## config.mk

```make
export PLATFORM = sky130hd
export DESIGN_NAME = cordic_r
export DESIGN_NICKNAME = d
export VERILOG_FILES = /design/src/rtl/cordic_pkg.sv /design/src/rtl/cordic_atan_rom.sv /design/src/rtl/cordic_r.sv
export SDC_FILE = /design/constraint.sdc
export NUM_CORES = 1
export LEC_CHECK = 0
export ABC_AREA = 1
export CAP_MARGIN = 0
export CORE_MARGIN = 5
export CORE_UTILIZATION = 45
export CTS_CLUSTER_DIAMETER = 120
export DETAILED_ROUTE_END_ITERATION = 10
export PLACE_DENSITY = 0.65
export SETUP_SLACK_MARGIN = 0.15
export SLEW_MARGIN = 20
export SYNTH_ARGS = -nofsm -noshare
export SYNTH_HDL_FRONTEND = slang
export SYNTH_SLANG_ARGS = --single-unit
```

## constraint.sdc

```tcl
create_clock -name clock -period 5.2 [get_ports clock]
set_input_delay 1.04 -clock clock [delete_from_list [all_inputs] [get_ports clock]]
set_output_delay 1.04 -clock clock [all_outputs]
set_load 0.05 [all_outputs]
```

## src/rtl/cordic_pkg.sv

```systemverilog
// Constants and types shared by the rotation and vectoring CORDIC units.
package cordic_pkg;

    localparam logic [31:0] QUARTER_TURN = 32'h4000_0000;
    localparam logic [15:0] GAIN_INV_Q15 = 16'd19898;
    localparam int unsigned ATAN_ENTRIES = 31;

    // atan(2^-i) in binary-angle units (2^32 = one full turn)
    localparam logic [31:0] ATAN_TABLE [ATAN_ENTRIES] = '{
        32'h2000_0000, 32'h12E4_051E, 32'h09FB_385B, 32'h0511_11D4,
        32'h028B_0D43, 32'h0145_D7E1, 32'h00A2_F61E, 32'h0051_7C55,
        32'h0028_BE53, 32'h0014_5F2F, 32'h000A_2F98, 32'h0005_17CC,
        32'h0002_8BE6, 32'h0001_45F3, 32'h0000_A2FA, 32'h0000_517D,
        32'h0000_28BE, 32'h0000_145F, 32'h0000_0A30, 32'h0000_0518,
        32'h0000_028C, 32'h0000_0146, 32'h0000_00A3, 32'h0000_0051,
        32'h0000_0029, 32'h0000_0014, 32'h0000_000A, 32'h0000_0005,
        32'h0000_0003, 32'h0000_0001, 32'h0000_0001
    };

    typedef enum logic [1:0] {
        IDLE  = 2'd0,
        ITER  = 2'd1,
        SCALE = 2'd2,
        DONE  = 2'd3
    } cordic_state_t;

endpackage

```

## src/rtl/cordic_atan_rom.sv

```systemverilog
// Combinational arctangent lookup for CORDIC micro-rotation i.
module cordic_atan_rom
    import cordic_pkg::*;
(
    input  logic [4:0]  idx,
    output logic [31:0] atan_c
);

    always_comb begin
        atan_c = '0;
        if (32'(idx) < ATAN_ENTRIES) begin
            atan_c = ATAN_TABLE[idx];
        end
    end

endmodule

```

## src/rtl/cordic_r.sv

```systemverilog
// Iterative rotation-mode CORDIC, one micro-rotation per clock.
// Define CORDIC_R_GAIN_COMP_EN to add a SCALE state that removes the CORDIC gain.
module cordic_r
    import cordic_pkg::*;
#(
    parameter int unsigned width = 16,
    parameter int unsigned ITERS = width - 1
) (
    input  logic                    clock,
    input  logic                    reset,
    input  logic                    start,
    input  logic signed [width-1:0] x_start,
    input  logic signed [width-1:0] y_start,
    input  logic signed [31:0]      angle,
    output logic                    busy,
    output logic                    done,
    output logic signed [width+1:0] x_end,
    output logic signed [width+1:0] y_end,
    output logic        [31:0]      z_res
);

    localparam int unsigned XW = width + 2;
    localparam logic [4:0]  LAST_ITER = 5'(ITERS - 1);

    cordic_state_t state, state_nx;

    logic signed [XW-1:0] x, y, x_nx, y_nx, x_ld, y_ld;
    logic        [31:0]   z, z_nx, z_ld;
    logic        [4:0]    cnt;
    logic        [31:0]   atan_c;
    logic                 load_c, last_c;

    cordic_atan_rom u_atan_rom (
        .idx    (cnt),
        .atan_c (atan_c)
    );

    assign load_c = start && ((state == IDLE) || (state == DONE));
    assign last_c = (state == ITER) && (cnt == LAST_ITER);

    // Next-state logic
    always_comb begin
        state_nx = state;
        case (state)
            IDLE: if (start) state_nx = ITER;
            ITER: begin
                if (last_c) begin
`ifdef CORDIC_R_GAIN_COMP_EN
                    state_nx = SCALE;
`else
                    state_nx = DONE;
`endif
                end
            end
            SCALE: state_nx = DONE;
            DONE: state_nx = start ? ITER : IDLE;
            default: state_nx = IDLE;
        endcase
    end

    always_ff @(posedge clock) begin
        if (reset) begin
            state <= IDLE;
            busy  <= 1'b0;
            done  <= 1'b0;
        end else begin
            state <= state_nx;
            busy  <= (state_nx == ITER) || (state_nx == SCALE);
            done  <= (state_nx == DONE);
        end
    end

    // Quadrant fold brings the angle into +-90 deg, inside CORDIC convergence range
    always_comb begin
        x_ld = XW'(x_start);
        y_ld = XW'(y_start);
        z_ld = angle;
        case (angle[31:30])
            2'b01: begin
                x_ld = -XW'(y_start);
                y_ld = XW'(x_start);
                z_ld = angle - QUARTER_TURN;
            end
            2'b10: begin
                x_ld = XW'(y_start);
                y_ld = -XW'(x_start);
                z_ld = angle + QUARTER_TURN;
            end
            default: ;
        endcase
    end

    // One micro-rotation, direction chosen by the sign of the residual angle
    always_comb begin
        if (!z[31]) begin
            x_nx = x - (y >>> cnt);
            y_nx = y + (x >>> cnt);
            z_nx = z - atan_c;
        end else begin
            x_nx = x + (y >>> cnt);
            y_nx = y - (x >>> cnt);
            z_nx = z + atan_c;
        end
    end

`ifdef CORDIC_R_GAIN_COMP_EN
    localparam int unsigned        PW       = XW + 16;
    localparam logic signed [PW-1:0] GAIN_EXT = $signed(PW'(GAIN_INV_Q15));

    logic signed [PW-1:0] px_c, py_c;

    assign px_c = PW'(x) * GAIN_EXT;
    assign py_c = PW'(y) * GAIN_EXT;
`endif

    always_ff @(posedge clock) begin
        if (reset) begin
            x     <= '0;
            y     <= '0;
            z     <= '0;
            cnt   <= '0;
            x_end <= '0;
            y_end <= '0;
            z_res <= '0;
        end else if (load_c) begin
            x   <= x_ld;
            y   <= y_ld;
            z   <= z_ld;
            cnt <= '0;
        end else if (state == ITER) begin
            x   <= x_nx;
            y   <= y_nx;
            z   <= z_nx;
            cnt <= cnt + 5'd1;
`ifndef CORDIC_R_GAIN_COMP_EN
            if (last_c) begin
                x_end <= x_nx;
                y_end <= y_nx;
                z_res <= z_nx;
            end
`endif
        end
`ifdef CORDIC_R_GAIN_COMP_EN
        else if (state == SCALE) begin
            x_end <= XW'(px_c >>> 15);
            y_end <= XW'(py_c >>> 15);
            z_res <= z;
        end
`endif
    end

endmodule

```

# Yosys cells after proc, flatten, opt, wreduce, memory -nomap -nowiden
# Memory sizes are Yosys's and may differ from the RTL's.
# Cells that the tools add are included.
# op_classes
mux	19
n_shift	2
n_reduce_logical	8
n_eq_ne	9
n_bitwise	2
add_sub_neg	11
n_lt_le_gt_ge	2
# ops
cell	count
$mux W32	6
$mux W18	6
$pmux W18 S2	2
$pmux W32 S2	1
$add A18 B18 Y18	2
$neg A16 Y18	2
$sshr A18 B5 Y18	2
$sub A18 B18 Y18	2
$add A32 B31 Y32 const B	1
$add A32 B32 Y32	1
$sub A32 B31 Y32 const B	1
$sub A32 B32 Y32	1
$eq A2 B2 Y1 const B	5
$pmux W2 S4	1
$eq A2 B1 Y1 const B	3
$ge A6 B6 Y1 const B	1
$not A5 Y6	1
$add A5 B1 Y5 const B	1
$eq A5 B4 Y1 const B	1
$lt A5 B5 Y1 const B	1
$mux W2	2
$reduce_and A3 Y1	1
$logic_and A1 B1 Y1	2
$logic_not A2 Y1	1
5 further kinds	6
# word_totals
word_cells	64
in_bits	67
rom_bits	1024
reg_bits	145
mem_count	1
out_inout_bits	70
# mem_list
name	words	word_bits	rd	rd_clocked_by_memory_dff	wr	line	rtl
(no name shown)	32	32	1	0	0	cordic_atan_rom.sv:12	atan_c = ATAN_TABLE[idx];

# Depth between registers and ports, before layout
# Gate-level depths: netlist of run 1.
# logic_depth
depth_word	9
depth_mapped	33
ltp_nobuf	32

# Modules after synthesis
# Synthesis of run 1 repeated with hierarchy kept, for this count alone.
# unflattened
hier_cells	2369
area_unflattened_um2	14318.7
# modules_own_cells
mod	seq_area_each_um2	cells_each	area_each_um2	n_inst
cordic_r	2902.8	2194	13435.4	1
cordic_atan_rom	0.0	175	883.3	1

# Worst setup path after synthesis of run 1
# OpenSTA, ideal clock, no wires.
# synth_timing
path_type	reg2reg
from	register cnt[1]
to	register z_res[26]
setup_time_ns	0.117
required_time_ns	5.083
t_arrival_ns	4.155
synth_period_minus_slack_ns	4.271
n_path_buf	3
stages_incl_launch_ff	34
path_slack_ns	0.929
cell_sequence	dfxtp_1 buf_4 inv_2 buf_6 buf_6 ha_1 inv_1 nand2_1 nand3_1 o21ai_0 nor2_1 nor3_1 clkinv_1 ha_1 nand3_1 inv_1 nand3_1 nand3b_4 nand2_4 xor2_1 ha_1 nand2_1 nor4_1 nand2_1 nand2_1 nand2_1 o21ai_0 nand2_1 nand2_1 nand2_1 nand2_1 nand2_1 o211ai_1 inv_1
# synth_between
elab_chain_len	7
elab_cells_between_ends	12
classes_between	add/sub: 2; order compare: 1; eq/ne: 1; mux: 4; bitwise: 1; reduce/logical: 2; memory: 1
# synth_lines
item	line	rtl
start: declaration	cordic_r.sv:29	logic [4:0] cnt;
start signal: assignment	cordic_r.sv:134	cnt <= cnt + 5'd1;
$not A5 Y6 (implied by the code)	cordic_atan_rom.sv:12	
$mem_v2 Z32 W32	--	
$mux W32 (implied by the code) (2 in series)	cordic_atan_rom.sv:12	
$mux W32	cordic_atan_rom.sv:11	if (32'(idx) < ATAN_ENTRIES) begin
$sub A32 B32 Y32 or $add A32 B32 Y32 (tied branches)	cordic_r.sv:98, cordic_r.sv:102	
$mux W32	cordic_r.sv:95	if (!z[31]) begin
end signal: assignment	cordic_r.sv:139	z_res <= z_nx;
end: declaration	cordic_r.sv:19	output logic [31:0] z_res
# Parallel ways exist; a longest one is shown, timed or not. The select of a mux whose other input is x is not followed.
# A chain may end at the register's enable or synchronous reset.

# Final worst setup path of run 1
# layout_timing
from	register cnt[3]
to	register z_res[18]
# Same word-level chain as after synthesis.

==> out/metrics.cfg, run 1 <==
[floorplanning]
ios=137
initial_core_util=0.459
rows=64
die_area_um2=35000
coreArea_um2=30700
die_y_um=187
die_x_um=187

[final_layout]
area_growth_pct=16.7
fin_nets=2576
regArea_um2=2910
multi_input_area_um2=9820
final_common_cell=nand2_1
drive_gt1_frac=0.0572
finalNonFillerCells=2826
diodes=0
fillerInstances=3181
mostFrequentLayoutCells=nand2_1, inv_1, nand3_1, nor2_1, o21ai_0

[synthesis]
syn_nets=2481
synthArstFlopShare=0
syn_area_per_cell_um2=6.08
ys_top_cells_by_area=dfxtp_1, nand2_1, nand3_1
synthCells=2322
synth_edf_count=0
synth_top_area_share=0.206
synth_top_area_cell=dfxtp_1
synthesis.area_um2=14100
synth_cell_types=54
synthFlopType=dfxtp_1
ys_ff_latch=145
yosys_warnings=0
ys_seq_area_frac=0.206

[power_and_ir_drop]
powerDensity_nw_per_um2=378
p_leak_nw=8.13
vdd_drop_max_mv=0.290

[run_status]
status=finished clean

[route]
via_count=16200
antenna_left=0
post_drt_wl_per_cell_um=20.2
dr.pass1.iters=6
wl_um=57000
drc=0
drt_iter0_drc=1687
vias_per_cell=5.74

[sta]
min_period_over_period=0.912
setup_viol=0
rsz0062_at_grt=yes
relSlewSlack=0.372
fin_worst_skew_ns=0.00892
fmax_ghz=0.211
tns_ns=0
drv_slew=0
finalHoldViolCount=0
finalCriticalPeriod_ns=4.74
max_slew.worst_pin.slew_ns=0.942

[global_route]
grt_max_degree=62
use_met3=0.0450
top_usage_layer=met2
grt_use_met1=0.427
grt_overflow=0
grt_usage=0.316
use_met2=0.515
antenna_found_initial=0
grt_pass1_vias=15200
grt_pass1_wl_um=88200

[clock_tree]
clockBufferDepth=2
path_clk_slew_ns=0.07
cts_root_buf=clkbuf_16
clkLatencyLatePin_ns=0.46
cts_sinks=145
cts-htree-levels=4
cts_made_buffers=17
cts_tree=done

[worst_hold_path]
min_from=x_end[0]
hold_path.class=reg2reg

[place]
port-buffer-count=136
gp_congestion=1.04
hpwlAfterDp_um=45300
placed_cells=2793

[setup_path]
reg2reg_from=cnt[3]
max_stage_delay_ns=0.63
crit_top_cell=nand2_1
worstSetupStartpoint=cnt[3]
worstPathMaxFanout=10
critical_path_class=reg2reg
crit_required_ns=5.55
cp_slowest_cell=dfxtp_1
cp-end-kind=register
cp.arrival_ns=5.09
critPathLaunchType=register

[job]
cap_violations=0

[synth_stat cells, drive strengths merged, types with 5 or more instances]
| cell type | number |
|---|---|
| xor2 | 61 |
| a22o | 6 |
| o211ai | 57 |
| nand4 | 19 |
| o21a | 10 |
| or2 | 11 |
| o22ai | 6 |
| xnor2 | 34 |
| o21bai | 38 |
| a21oi | 132 |
| nor2 | 170 |
| nor3 | 18 |
| o31ai | 5 |
| nand2 | 676 |
| a221oi | 6 |
| inv | 242 |
| a31oi | 40 |
| nand3 | 235 |
| clkbuf | 58 |
| buf | 53 |
| dfxtp | 145 |
| a21o | 8 |
| o221ai | 5 |
| ha | 89 |
| nor4 | 7 |
| o21ai | 166 |
| nand3b | 5 |
[what timing repair did]
item                                    4_1_cts  5_1_grt
endpoints found under the setup margin        0       20
buffers inserted                              0        1
resized for setup                             0       14
hold buffers                                  0        0
[logic make-up after synthesis]
| group | synth area share |
|---|---|
| xor+xnor | 0.0589 |
| fa+ha+maj | 0.0831 |
| buf+inv | 0.103 |
| simple gates | 0.342 |
| compound gates | 0.208 |
| flops | 0.206 |
[worst paths after layout]
check / endpoint / slack (ns) / cells past startpoint
setup / recovery: z_res[18] / 0.46 / 28
hold / removal: x_end[0] / 0.48 / 2
hold reg to reg: x_end[0] / 0.48 / 2
setup reg to reg: z_res[18] / 0.46 / 28
[critical path: cells and delay by family, from the launching register on]
kind                     cells  cell delay (ns)
flip-flops                   1             0.63
buffers and inverters        6             0.72
adder cells (fa/ha/maj)      2             0.53
AND/OR/NAND/NOR             14             1.87
XOR/XNOR                     1             0.23
AO/OA/AOI/OAI                5             0.62
[power by group]
group          internal, W  switching (W)
Combinational      0.00119        0.00242
Clock             0.000648       0.000608
Sequential         0.00120       0.000161
[routing by layer]
layer	wire (µm)	part of all wire
met5	0	0
met4	2130	0.037
met3	3830	0.067
met2	26000	0.46
met1	25100	0.44
[sequential cells by signal (all words and copies together) (netlist names), 2 cells and up]
register,count
y_end,18
state,2
x,18
y,18
x_end,18
z,32
cnt,5
z_res,32
[final cells by class]
cell class,instances,area share
clock inverter,14,0.00820
clock buffer,18,0.0267
timing repair buffer,187,0.107
inverter,245,0.0558
tap,396,0.0301
sequential,145,0.176
multi-input combinational,1821,0.596
[per-stage QoR]
step                      setup WS [ns]  total power [W]   util  cell area, µm²  hold slack [ns]
after floorplan                   0.929          0.00374      -           14100            0.450
after global placement            0.380          0.00489  0.516           15900            0.465
after detailed placement          0.442          0.00488  0.516           15900            0.460
after CTS                         0.416          0.00615  0.534           16400            0.479
after global routing              0.140          0.00665  0.536           16500            0.500
final                             0.459          0.00622  0.536           16500            0.479
Note: power is estimated with default switching activity, not from simulation.
==> run 2, diff against run 1 <==
--- a/config.mk
+++ b/config.mk
@@ -5,13 +5,13 @@
 export SDC_FILE = /design/constraint.sdc
 export NUM_CORES = 1
 export LEC_CHECK = 0
-export ABC_AREA = 1
 export CAP_MARGIN = 0
 export CORE_MARGIN = 5
 export CORE_UTILIZATION = 45
 export CTS_CLUSTER_DIAMETER = 120
 export DETAILED_ROUTE_END_ITERATION = 10
 export PLACE_DENSITY = 0.65
+export REMOVE_ABC_BUFFERS = 1
 export SETUP_SLACK_MARGIN = 0.15
 export SLEW_MARGIN = 20
 export SYNTH_ARGS = -nofsm -noshare
==> run 2 against run 1 <==
Register-to-register slack got worse by 0.13 ns. Flip-flop and latch count stayed put. Synthesized cell count decreased by 21%. Critical endpoint is now x[16].
==> out/metrics.cfg, run 2 <==
[sta]
finalHoldViolCount=0  ; unchanged
max_slew.worst_pin.slew_ns=0.972  ; was 0.942 ns
drv_slew=0  ; unchanged
rsz0062_at_grt=yes  ; unchanged
fmax_ghz=0.205  ; was 0.211 GHz
min_period_over_period=0.936  ; was 0.912
fin_worst_skew_ns=0.0141  ; was 0.00892 ns
relSlewSlack=0.351  ; was 0.372
finalCriticalPeriod_ns=4.87  ; was 4.74 ns
setup_viol=0  ; unchanged

[synthesis]
synth_top_area_cell=dfxtp_1  ; unchanged
synth_top_area_share=0.210  ; was 0.206
synth.most_common_cell=nand2_1  ; unchanged
synthFlopType=dfxtp_1  ; unchanged
ys_ff_latch=145  ; unchanged
syn_area_per_cell_um2=7.53  ; was 6.08 µm²
synth_cell_types=73  ; was 54
ys_top_cells_by_area=dfxtp_1, ha_1, a21oi_1  ; was dfxtp_1, nand2_1, nand3_1
synthArstFlopShare=0  ; unchanged
ys_seq_area_frac=0.210  ; was 0.206
synth_edf_count=0  ; unchanged
synth_commonest_cells=nand2_1, a21oi_1, nor2_1  ; was nand2_1, inv_1, nand3_1
synthesis.area_um2=13800  ; was 14,100 µm²
synthCells=1835  ; was 2,322
yosys_warnings=0  ; unchanged

[clock_tree]
cts-htree-levels=4  ; unchanged
cts_sinks=145  ; unchanged
cts_made_buffers=17  ; unchanged
path_clk_slew_ns=0.06  ; was 0.07 ns
holdBufCountCts=0  ; unchanged
cts_root_buf=clkbuf_16  ; unchanged
cts_tree=done  ; unchanged
clkLatencyLatePin_ns=0.46  ; about the same
clockBufferDepth=2  ; unchanged

[setup_path]
r2r_cells=21  ; was 28
critical_path_class=reg2reg  ; unchanged
crit_required_ns=5.59  ; was 5.55 ns
reg2reg_to=x[16]  ; was z_res[18]
worstSetupStartpoint=cnt[0]  ; was cnt[3]
reg2reg_from=cnt[0]  ; was cnt[3]
critPathLaunchType=register  ; unchanged
crit_path_end=x[16]  ; was z_res[18]
worstPathMaxFanout=11  ; was 10
cp-end-kind=register  ; unchanged
cp.arrival_ns=5.26  ; was 5.09 ns
regToRegSetupSlack_ns=0.33  ; was 0.46 ns

[floorplanning]
rows=64  ; unchanged
die_y_um=185  ; was 187 µm
ios=137  ; unchanged
die_area_um2=34300  ; was 35,000 µm²
coreArea_um2=30400  ; was 30,700 µm²
die_x_um=185  ; was 187 µm
initial_core_util=0.454  ; was 0.459

[power_and_ir_drop]
power_switching_w=0.00296  ; was 0.00319 W
p_leak_nw=6.76  ; was 8.13 nW
power_w=0.00687  ; was 0.00622 W
clkPwrFrac=0.192  ; was 0.202
vdd_drop_max_mv=0.223  ; was 0.290 mV
powerDensity_nw_per_um2=392  ; was 378 nW/µm²
p_int_w=0.00391  ; was 0.00304 W
switching_share=0.431  ; was 0.512
pwr-share-comb=0.611  ; was 0.580
seq_power_share=0.198  ; was 0.218

[global_route]
grt_usage=0.280  ; was 0.316
grt_max_degree=68  ; was 62
grt_pass1_wl_um=76400  ; was 88,200 µm
grt_pass1_vias=14200  ; was 15,200
grt_overflow=0  ; unchanged
antenna_found_initial=3  ; was 0

[route]
post_drt_wl_per_cell_um=20.8  ; was 20.2 µm
antenna_left=0  ; unchanged
drt_iter0_drc=956  ; was 1,687
wl_um=50300  ; was 57,000 µm
drc=0  ; unchanged
vias_per_cell=6.04  ; was 5.74
dr.pass1.iters=5  ; was 6
via_count=14600  ; was 16,200

[final_layout]
fin_nets=2168  ; was 2,576
drive_gt1_frac=0.151  ; was 0.0572
final_common_cell=nand2_1  ; unchanged
final_util=0.576  ; was 0.536
mostFrequentLayoutCells=nand2_1, a21oi_1, nor2_1, buf_4, dfxtp_1  ; was nand2_1, inv_1, nand3_1, nor2_1, o21ai_0
area_growth_pct=26.8  ; was 16.7%
top_regs=z x32, z_res x32  ; unchanged

[job]
cap_violations=0  ; unchanged

[worst_hold_path]
min_from=z_res[20]  ; was x_end[0]
hold_path.class=reg2reg  ; unchanged

[place]
hpwlAfterDp_um=36400  ; was 45,300 µm
port-buffer-count=136  ; unchanged
gp_congestion=1.01  ; was 1.04

[run_status]
status=finished clean  ; unchanged

==> run 2: per-stage QoR <==
stage	area, µm²	TNS (ns)	cells	setup slack (ns)	hold slack [ns]
final	17500	0	2418	0.332	0.450
after floorplan	13300	-80.90	1698	-1.64	0.520
after CTS	17000	0	2405	0.102	0.454
after global routing	17500	0	2417	0.0719	0.473
after detailed placement	16300	0	2373	0.0366	0.445
after global placement	16300	0	2373	0.141	0.442
==> run 2: repair_timing <==
action | CTS | global route
buffers inserted | 1 | 7
cloned | 0 | 5
resized for setup | 10 | 71
pin swaps | 1 | 16
setup endpoints to repair | 15 | 41
==> run 2: power by group through the flow <==
stage                     Combinational [W]  Sequential, W  Clock [W]
after CTS                           0.00397        0.00135    0.00135
after floorplan                     0.00266        0.00134          0
after global routing                0.00459        0.00137    0.00139
final                               0.00420        0.00136    0.00132
after detailed placement            0.00391        0.00137          0
after global placement              0.00387        0.00137          0
==> run 2: logic make-up after synthesis <==
group,share of synthesized area
multiplexers,0.113
adder cells (fa/ha/maj),0.0849
XOR/XNOR,0.0811
AO/OA/AOI/OAI,0.271
AND/OR/NAND/NOR,0.187
flip-flops,0.210
buffers and inverters,0.0529
==> run 2: how the worst min path moves through the flow <==
stage,slack (ns),depth (start not counted),endpoint
after CTS,0.45,2,z_res[20]
after global routing,0.47,2,z_res[16]
after detailed placement,0.45,2,z_res[20]
after global placement,0.44,2,z_res[15]
final,0.45,2,z_res[20]
after floorplan,0.52,2,z[11]
==> run 2: worst max-delay path, cell delays in order, from the launching register on <==
cell,delay (ns)
dfxtp_4,0.38
inv_4,0.16
buf_12,0.19
mux4_2,0.51
a222oi_1,0.28
buf_4,0.18
inv_1,0.07
ha_1,0.29
nor2_1,0.09
a21oi_1,0.06
buf_4,0.16
fa_1,0.42
a21o_1,0.19
a21oi_1,0.19
o21ai_0,0.19
a41oi_2,0.24
o211ai_1,0.16
a21o_1,0.28
a21oi_1,0.19
xor2_1,0.12
a211o_1,0.30
a21oi_1,0.13
==> run 2: area by class of cell <==
type                    instances  area [µm²]
diodes                          1        2.50
clock buffers                  22         484
clock inverters                 9         130
fillers                      2908       12900
inverters                      45         171
multi-input cells            1508       10600
flip-flops and latches        145        2910
well taps                     396         495
repair buffers                292        2730
==> run 2: layer usage <==
layer / track usage / part of all wire / vias up
li1: - / - / 7041
met5: 0 / 0.00038 / -
met2: 0.490 / 0.49 / 508
met4: 0.126 / 0.043 / 4
met1: 0.337 / 0.41 / 6938
met3: 0.0446 / 0.056 / 111
==> run 3, diff against run 2 <==
--- a/config.mk
+++ b/config.mk
@@ -6,14 +6,13 @@
 export NUM_CORES = 1
 export LEC_CHECK = 0
 export CAP_MARGIN = 0
-export CORE_MARGIN = 5
+export CORE_MARGIN = 2
 export CORE_UTILIZATION = 45
 export CTS_CLUSTER_DIAMETER = 120
 export DETAILED_ROUTE_END_ITERATION = 10
 export PLACE_DENSITY = 0.65
 export REMOVE_ABC_BUFFERS = 1
 export SETUP_SLACK_MARGIN = 0.15
-export SLEW_MARGIN = 20
 export SYNTH_ARGS = -nofsm -noshare
 export SYNTH_HDL_FRONTEND = slang
 export SYNTH_SLANG_ARGS = --single-unit
==> run 3 against run 2 <==
Power shrank 1.4%. Critical path depth up 1. Cell count is 0.58% lower. Design area shrank 1.2%. Largest cell class unchanged. Highest routed layer unchanged. Worst hold slack improved by 0.0012 ns. Setup slack worse by 0.046 ns. Flip-flop and latch count did not move. Wire length down 1.4%. Register-to-register slack worse by 0.05 ns. First-iteration DRC count shrank 12%. Combinational power is essentially flat. Non-clock buffer count is 11 lower.
==> out/metrics.cfg, run 3 (synthesis gave the netlist of run 2 again) <==
[place]
placed_cells=2357  ; was 2,373
hpwlAfterDp_um=36600  ; was 36,400 µm
port-buffer-count=136  ; unchanged
gp_congestion=0.975  ; was 1.01

[setup_path]
cp.arrival_ns=5.26  ; about the same
cp-end-kind=register  ; unchanged
critPathLaunchType=register  ; unchanged
critical_path_class=reg2reg  ; unchanged
worstSetupStartpoint=cnt[1]  ; was cnt[0]
regToRegSetupSlack_ns=0.29  ; was 0.33 ns
crit_path_end=x[17]  ; was x[16]
reg2reg_from=cnt[1]  ; was cnt[0]
crit_required_ns=5.55  ; was 5.59 ns
r2r_cells=22  ; was 21
worstPathMaxFanout=11  ; unchanged
reg2reg_to=x[17]  ; was x[16]

[sta]
min_period_over_period=0.945  ; was 0.936
relSlewSlack=0.263  ; was 0.351
finalCriticalPeriod_ns=4.91  ; was 4.87 ns
max_slew.worst_pin.slew_ns=1.10  ; was 0.972 ns
drv_slew=0  ; unchanged
tns_ns=0  ; unchanged
timing.hold.ws_ns=0.452  ; was 0.450 ns
fin_worst_skew_ns=0.0111  ; was 0.0141 ns
rsz0062_at_grt=yes  ; unchanged
fmax_ghz=0.203  ; was 0.205 GHz
setup_viol=0  ; unchanged
finalHoldViolCount=0  ; unchanged

[route]
wl_um=49600  ; was 50,300 µm
dr.pass1.iters=5  ; unchanged
post_drt_wl_per_cell_um=20.6  ; was 20.8 µm
via_count=14600  ; about the same
drt_iter0_drc=838  ; was 956
antenna_left=0  ; unchanged
vias_per_cell=6.07  ; was 6.04
drc=0  ; unchanged

[final_layout]
top_regs=z x32, z_res x32  ; unchanged
final_util=0.569  ; was 0.576
drive_gt1_frac=0.152  ; was 0.151
fin_nets=2157  ; was 2,168
finalNonFillerCells=2404  ; was 2,418
final_common_cell=nand2_1  ; unchanged
fillerInstances=2941  ; was 2,908
mostFrequentLayoutCells=nand2_1, a21oi_1, nor2_1, dfxtp_1, buf_4  ; was nand2_1, a21oi_1, nor2_1, buf_4, dfxtp_1
diodes=0  ; was 1
area_growth_pct=25.2  ; was 26.8%

[floorplanning]
coreArea_um2=30400  ; unchanged
die_area_um2=32100  ; was 34,300 µm²
rows=64  ; unchanged
initial_core_util=0.454  ; unchanged
ios=137  ; unchanged
die_y_um=179  ; was 185 µm
die_x_um=179  ; was 185 µm

[global_route]
grt_overflow=0  ; unchanged
grt_use_met1=0.350  ; was 0.337
use_met2=0.553  ; was 0.490
grt_pass1_vias=14100  ; was 14,200
use_met3=0.0475  ; was 0.0446
grt_max_degree=70  ; was 68
top_usage_layer=met2  ; unchanged
antenna_found_initial=2  ; was 3
grt_usage=0.305  ; was 0.280
grt_pass1_wl_um=75900  ; was 76,400 µm

[clock_tree]
cts-htree-levels=4  ; unchanged
cts_tree=done  ; unchanged
cts_root_buf=clkbuf_16  ; unchanged
path_clk_slew_ns=0.06  ; about the same
cts_sinks=145  ; unchanged
cts_made_buffers=17  ; unchanged
clkLatencyLatePin_ns=0.46  ; about the same
clockBufferDepth=2  ; unchanged

[job]
cap_violations=0  ; unchanged

[run_status]
status=finished clean  ; unchanged

[power_and_ir_drop]
powerDensity_nw_per_um2=391  ; was 392 nW/µm²
power_w=0.00678  ; was 0.00687 W
p_leak_nw=6.68  ; was 6.76 nW
vdd_drop_max_mv=0.230  ; was 0.223 mV

[worst_hold_path]
hold_path.class=reg2reg  ; unchanged
hold_depth=2  ; unchanged

[run 3: cell count changes in the layout (fill, tap and decap cells not counted), sizes merged]
cell | previous run | this run
clkinv | 2 | 3
clkinvlp | 4 | 2
buf | 152 | 144
inv | 45 | 44
bufinv | 3 | 2
diode | 1 | 0
clkbuf | 27 | 25
[run 3: per-stage QoR]
| stage | setup slack, ns | instance area, µm² |
|---|---|---|
| finish | 0.286 | 17300 |
| global route | 0.0694 | 17300 |
| CTS | 0.0769 | 16800 |
| detailed placement | -0.119 | 16100 |
| global placement | -0.0400 | 16100 |
| floorplan | -1.64 | 13300 |
[run 3: where the power goes]
group / leakage, nW / switching (W) / internal, W / total [W]
combinational: 5.22 / 0.00229 / 0.00188 / 0.00418
clock: 0.275 / 0.000515 / 0.000733 / 0.00125
sequential: 1.19 / 0.000146 / 0.00121 / 0.00135
total: 6.68 / 0.00295 / 0.00382 / 0.00678
[run 3: layout make-up]
class / count / area (µm²) / share of cell area
Multi-Input combinational cell: 1508 / 10600 / 0.612
Clock buffer: 23 / 478 / 0.0276
Inverter: 45 / 178 / 0.0103
Tap cell: 396 / 495 / 0.0286
Timing Repair Buffer: 281 / 2560 / 0.148
Sequential cell: 145 / 2920 / 0.168
Clock inverter: 6 / 82.6 / 0.00477
[run 3: worst max-delay path: stages (launching register included)]
cell,delay [ns]
dfxtp_4,0.38
buf_12,0.13
clkbuf_16,0.17
nor2_1,0.20
buf_4,0.22
mux2i_1,0.23
a21oi_1,0.19
a21oi_1,0.33
nand3_1,0.17
nor4_2,0.30
buf_4,0.16
nor3b_1,0.27
o31a_1,0.18
o22ai_2,0.09
ha_1,0.32
and3_1,0.21
a211oi_2,0.24
nor3_1,0.08
buf_4,0.16
a21o_1,0.21
a21oi_4,0.18
xor2_1,0.10
a2111oi_2,0.30
[run 3: worst min-delay path by stage]
stage / from / endpoint
6_report: z_res[5] / z_res[5]
5_1_grt: z_res[15] / z_res[15]
4_1_cts: z_res[5] / z_res[5]
3_5_place_dp: x_end[5] / x_end[5]
3_3_place_gp: x_end[6] / x_end[6]
2_1_floorplan: z[11] / z[11]
[run 3: metal layers]
layer | vias to the layer above | share of wire
li1 | 7024 | -
met1 | 6947 | 0.41
met2 | 489 | 0.50
met3 | 125 | 0.049
met4 | 4 | 0.042
met5 | - | 0.00061
[run 3: timing repair]
item / CTS / global route
setup buffers: 5 / 11
pin swaps: 3 / 23
resized for setup: 17 / 84
hold buffers: 0 / 0
hold endpoints to repair: 0 / 0
setup endpoints to repair: 22 / 46
gates cloned: 0 / 2
